--- config.mk ---
export PLATFORM = sky130hd
export DESIGN_NAME = seq_feeder
export DESIGN_NICKNAME = d
export VERILOG_FILES = /design/src/rtl/seq_pkg.sv /design/src/rtl/base_enc.sv /design/src/rtl/seq_feeder.sv
export SDC_FILE = /design/constraint.sdc
export NUM_CORES = 1
export LEC_CHECK = 0
export BUFFER_PORTS_ARGS = -buffer_cell sky130_fd_sc_hd__buf_4
export CAP_MARGIN = 40
export CORE_AREA = 2 2 89 91
export DETAILED_ROUTE_END_ITERATION = 10
export DIE_AREA = 0 0 91 93
export PLACE_DENSITY = 0.59
export SYNTH_ARGS = -nofsm -noshare
export SYNTH_HDL_FRONTEND = slang
export SYNTH_SLANG_ARGS = --single-unit
--- constraint.sdc ---
create_clock -name clk -period 2.3 [get_ports clk]
set_input_delay 0.46 -clock clk [delete_from_list [all_inputs] [get_ports clk]]
set_output_delay 0.46 -clock clk [all_outputs]
set_load 0.1 [all_outputs]
--- src/rtl/seq_pkg.sv ---
// seq_pkg: base encodings, ASCII codes and FSM states shared by seq_feeder and base_enc.
package seq_pkg;

    localparam logic [1:0] BASE_A = 2'b00;
    localparam logic [1:0] BASE_C = 2'b01;
    localparam logic [1:0] BASE_G = 2'b10;
    localparam logic [1:0] BASE_T = 2'b11;

    localparam logic [7:0] ASCII_A = 8'h41;
    localparam logic [7:0] ASCII_C = 8'h43;
    localparam logic [7:0] ASCII_G = 8'h47;
    localparam logic [7:0] ASCII_T = 8'h54;
    localparam logic [7:0] ASCII_N = 8'h4E;

    localparam logic [7:0] ASCII_LOWER_A = 8'h61;
    localparam logic [7:0] ASCII_LOWER_Z = 8'h7A;
    localparam logic [7:0] ASCII_CASE_BIT = 8'h20;

    typedef enum logic [1:0] {
        ST_IDLE  = 2'd0,
        ST_RUN   = 2'd1,
        ST_DRAIN = 2'd2,
        ST_DONE  = 2'd3
    } state_t;

    // Folds lowercase letters onto uppercase; all other codes pass through.
    function automatic logic [7:0] to_upper(input logic [7:0] c);
        if (c >= ASCII_LOWER_A && c <= ASCII_LOWER_Z)
            return c & ~ASCII_CASE_BIT;
        return c;
    endfunction

endpackage

--- src/rtl/base_enc.sv ---
// base_enc: combinational ASCII nucleotide to 2-bit base encoder, case-insensitive.
// Unrecognised characters give code 00 with valid low; is_n flags N/n.
module base_enc
    import seq_pkg::*;
(
    input  logic [7:0] ch,
    output logic [1:0] code,
    output logic       valid,
    output logic       is_n
);

    logic [7:0] up;

    always_comb begin
        up    = to_upper(ch);
        code  = BASE_A;
        valid = 1'b1;
        is_n  = (up == ASCII_N);
        case (up)
            ASCII_A: code = BASE_A;
            ASCII_C: code = BASE_C;
            ASCII_G: code = BASE_G;
            ASCII_T: code = BASE_T;
            default: begin
                code  = BASE_A;
                valid = 1'b0;
            end
        endcase
    end

endmodule

--- src/rtl/seq_feeder.sv ---
// seq_feeder: accepts 4-char ASCII words and feeds the base shift register one base per cycle.
// Build option SEQ_FEEDER_N_MASK_EN adds n_mask and lets N/n through as a masked base.
//
// state | meaning
// IDLE  | waiting for start
// RUN   | accepting words, emitting bases
// DRAIN | final word accepted, emitting what is left of it
// DONE  | end of sequence, done pulses for this one cycle
module seq_feeder
    import seq_pkg::*;
#(
    parameter int B     = 4,
    parameter int CNT_W = 16
) (
    input  logic             clk,
    input  logic             reset,
    input  logic             start,
    input  logic             dir_cfg,
    input  logic             hold,
    input  logic             s_valid,
    output logic             s_ready,
    input  logic [31:0]      s_data,
    input  logic             s_last,
    input  logic [1:0]       s_cnt,
    output logic [1:0]       base,
    output logic             en,
    output logic             dir,
    output logic             window_full,
    output logic [CNT_W-1:0] bases_emitted,
    output logic             err,
    output logic             done
`ifdef SEQ_FEEDER_N_MASK_EN
    ,
    output logic             n_mask
`endif
);

    localparam logic [CNT_W-1:0] B_CNT   = CNT_W'(B);
    localparam logic [CNT_W-1:0] CNT_MAX = '1;

    state_t      state, state_nx;
    logic [31:0] word_q;
    logic [2:0]  rem;
    logic [1:0]  idx;
    logic [7:0]  cur_char;
    logic [1:0]  enc_code;
    logic        enc_valid;
    logic        enc_is_n;
    logic        char_bad;
    logic        emit;
    logic        accept;

    assign s_ready  = (state == ST_RUN) && ((rem == 3'd0) || ((rem == 3'd1) && !hold));
    assign accept   = s_valid && s_ready;
    assign emit     = (rem != 3'd0) && !hold;
    assign cur_char = word_q[{idx, 3'b000} +: 8];

    base_enc u_base_enc (
        .ch    (cur_char),
        .code  (enc_code),
        .valid (enc_valid),
        .is_n  (enc_is_n)
    );

`ifdef SEQ_FEEDER_N_MASK_EN
    assign char_bad = !enc_valid && !enc_is_n;
`else
    // N is already outside the valid set; named here so both builds read alike.
    assign char_bad = !enc_valid || enc_is_n;
`endif

    always_ff @(posedge clk or posedge reset) begin
        if (reset)
            state <= ST_IDLE;
        else
            state <= state_nx;
    end

    always_comb begin
        state_nx = state;
        case (state)
            ST_IDLE:  if (start) state_nx = ST_RUN;
            ST_RUN:   if (accept && s_last) state_nx = ST_DRAIN;
            ST_DRAIN: if (rem == 3'd0) state_nx = ST_DONE;
            ST_DONE:  state_nx = ST_IDLE;
            default:  state_nx = ST_IDLE;
        endcase
    end

    always_ff @(posedge clk or posedge reset) begin
        if (reset) begin
            word_q        <= '0;
            rem           <= '0;
            idx           <= '0;
            base          <= BASE_A;
            en            <= 1'b0;
            dir           <= 1'b0;
            window_full   <= 1'b0;
            bases_emitted <= '0;
            err           <= 1'b0;
            done          <= 1'b0;
`ifdef SEQ_FEEDER_N_MASK_EN
            n_mask        <= 1'b0;
`endif
        end else begin
            en   <= 1'b0;
            done <= (state_nx == ST_DONE);
`ifdef SEQ_FEEDER_N_MASK_EN
            n_mask <= 1'b0;
`endif

            if (state == ST_IDLE && start) begin
                dir           <= dir_cfg;
                bases_emitted <= '0;
                window_full   <= 1'b0;
                err           <= 1'b0;
            end else if (state != ST_IDLE) begin
                window_full <= window_full || (bases_emitted >= B_CNT);
            end

            if (emit) begin
                base <= enc_code;
                en   <= 1'b1;
                rem  <= rem - 3'd1;
                idx  <= idx + 2'd1;
                if (bases_emitted != CNT_MAX)
                    bases_emitted <= bases_emitted + CNT_W'(1);
                if (char_bad)
                    err <= 1'b1;
`ifdef SEQ_FEEDER_N_MASK_EN
                n_mask <= enc_is_n;
`endif
            end

            // A load on the rem==1 edge overrides the emit's rem/idx update.
            if (accept) begin
                word_q <= s_data;
                idx    <= 2'd0;
                rem    <= s_last ? ({1'b0, s_cnt} + 3'd1) : 3'd4;
            end
        end
    end

endmodule

==> metrics.cfg <==
[outcome]
outcome = finished clean

[place]
gp_congestion = 0.826
place_area_mm2 = 0.00359
dp_slack_ns = 0.211
hpwlAfterDp_um = 4640
port_buffers = 60
dp.cells = 410

[global_route]
antenna_found_initial = 0
grt_pass1_wl_um = 11300
grt_max_degree = 59
first_global_vias = 2365
overflow = 0
grt_use_total = 0.171

[detailed_routing]
drt-total-wl_um = 6570
route.detailed.drc = 0
wl_per_cell_um = 15.5
drt_iter0_markers = 125
vias_per_cell = 5.28
dr.pass1.iters = 4
vias = 2244
postRouteAntennaNets = 0

[logic_synthesis]
async_reset_ff_frac = 1.00
yosysSeqAreaShare = 0.496
yosysWarnings = 0
syn_area_per_cell_um2 = 11.7
synth-seq-cells = 58
synth_edf_count = 0
synth_cell_types = 46
netlist_area_mm2 = 0.00293
synth_ff_type = dfrtp_1
syn_inst = 251
syn-num-nets = 298

[timing]
setup_viol = 0
timing.fmax_mhz = 465
worst_pin_slew_ns = 0.541
clock_skew_ns = 0.00730
slew_violations = 0
period_needed_ns = 2.15
fin_setup_tns_ns = 0
rsz0062_at_grt = false
hold-worst-slack_ns = 0.188
timing.final.ws_setup_ns = 0.148
maxSlewHeadroom = 0.636
finalCritPeriodShare = 0.936
final_hold_viol_count = 0

[critical_path]
critPathRequiredTime_ns = 1.84
r2r_end = bases_emitted[1]
crit_path_end_kind = output port
crit_path_end = s_ready
cp-startpoint = rem[1]
crit_path_cell_trace = inv_1 -> ha_1 -> nor2b_1 -> o211a_1 -> buf_6
slowest_stage = dfrtp_1
rrSetupSlack_ns = 0.20
r2r_cells = 5
slowest_delay_ns = 0.37
critPathKind = reg2out
arrival_ns = 1.69
startpoint_type = flip-flop
critPathMaxFanout = 3
regToRegStartpoint = bases_emitted[0]

[power_and_ir_drop]
ir_drop_v = 0.000564
power.density_mw_per_mm2 = 1260
leakagePower_nw = 1.68

[cts]
cts_buffers = 9
post_cts_buffers = 0
clkTransAtPathRegs_ns = 0.07
cts_hold_buf = 0
cts_max_path_buffers = 2
cts_tree = yes
h-tree-depth = 3
ctsRootBufferMaster = clkbuf_8
cts_resized = 0
clock-sinks = 58
clk_latency_ns = 0.33

[floorplan]
num_rows = 32
io-pin-count = 65
die_width_um = 91
die_area_mm2 = 0.00846
core_mm2 = 0.00753
die_h_um = 93
initial_core_util = 0.389

[layout]
design_area_mm2 = 0.00378
final_cell_mix = buf_4, dfrtp_1, mux2_2
nFillCells = 731
drive_gt1_frac = 0.421
multi_input_area_mm2 = 0.00141
regArea_mm2 = 0.00147
fin_cells = 425
nets = 366
final_common_cell = buf_4
area_delta_synth_final_pct = 29.2
antenna_cells = 0

[job]
max-cap-violations = 0

[min_path]
hold_path_class = in2async

-- state kept, by name (all words and copies together), names as in the netlist --
register       count
state              2
done               1
bases_emitted     16
err                1
idx                2
en                 1
dir                1
base               2
window_full        1
rem                3
word_q            28
-- how the worst min path moves through the flow --
| stage | from | to | slack (ns) | depth (start not counted) |
|---|---|---|---|---|
| final | reset | bases_emitted[6] | 0.19 | 3 |
| after global routing | reset | dir | 0.20 | 3 |
| after CTS | reset | bases_emitted[10] | 0.19 | 3 |
| after detailed placement | dir | dir | 0.46 | 2 |
| after global placement | dir | dir | 0.46 | 2 |
| after floorplan | word_q[22] | word_q[22] | 0.47 | 1 |
-- critical path: cells and delay by family (launching register included) --
| family | cells | cell delay, ns |
|---|---|---|
| adder cells (fa/ha/maj) | 1 | 0.14 |
| AND/OR/NAND/NOR | 1 | 0.26 |
| AO/OA/AOI/OAI | 1 | 0.26 |
| buffers and inverters | 2 | 0.34 |
| flip-flops | 1 | 0.37 |
-- report_power, final --
part / switching [mW] / total [mW] / internal [mW] / leakage (nW)
clock network: 0.393 / 0.915 / 0.521 / 0.0962
logic: 1.22 / 2.12 / 0.898 / 0.893
registers: 0.329 / 1.74 / 1.41 / 0.694
-- cells by family after synthesis --
family	after synthesis	synth area share
muxes	41	0.174
DFF	58	0.496
and+or+nand+nor	75	0.146
AOI/OAI and AO/OA	42	0.108
buffers and inverters	23	0.0321
adders and majority gates	6	0.0257
xor gates and xnor gates	6	0.0180
-- synth_stat cells (6+ instances only) --
cell     count  share of area
nand2_1     15          0.019
dfrtp_1     58           0.50
nor4_1       6          0.013
nor3b_1      8          0.021
nor2b_1      7          0.015
nand4_1      6          0.013
mux2i_1      7          0.024
mux2_2      29           0.11
ha_1         6          0.026
inv_1       12          0.015
a21oi_1      6          0.010
nand3_1      9          0.015
nor3_1       6          0.010
buf_2        6          0.010
-- metal layers --
layer / vias to the layer above / GRT usage / part of all wire
met1: 1092 / 0.222 / 0.46
met4: 0 / 0.0694 / 0.016
met2: 70 / 0.273 / 0.47
met5: - / 0 / 0
li1: 1070 / - / -
met3: 12 / 0.0459 / 0.059
-- through the flow --
stage,utilization,total power [mW]
final,0.502,4.77
after global placement,0.477,3.84
after floorplan,-,3.37
after CTS,0.501,4.82
after detailed placement,0.477,3.90
after global routing,0.502,5.11
-- cell type report --
cell class                 instances  share of cell area
clock buffer                      12              0.0384
timing repair buffer              68               0.143
sequential                        58               0.389
multi-input combinational        170               0.373
tap                              102              0.0338
inverter                          12              0.0119
clock inverter                     3              0.0106
(Power assumes the default switching activity.)
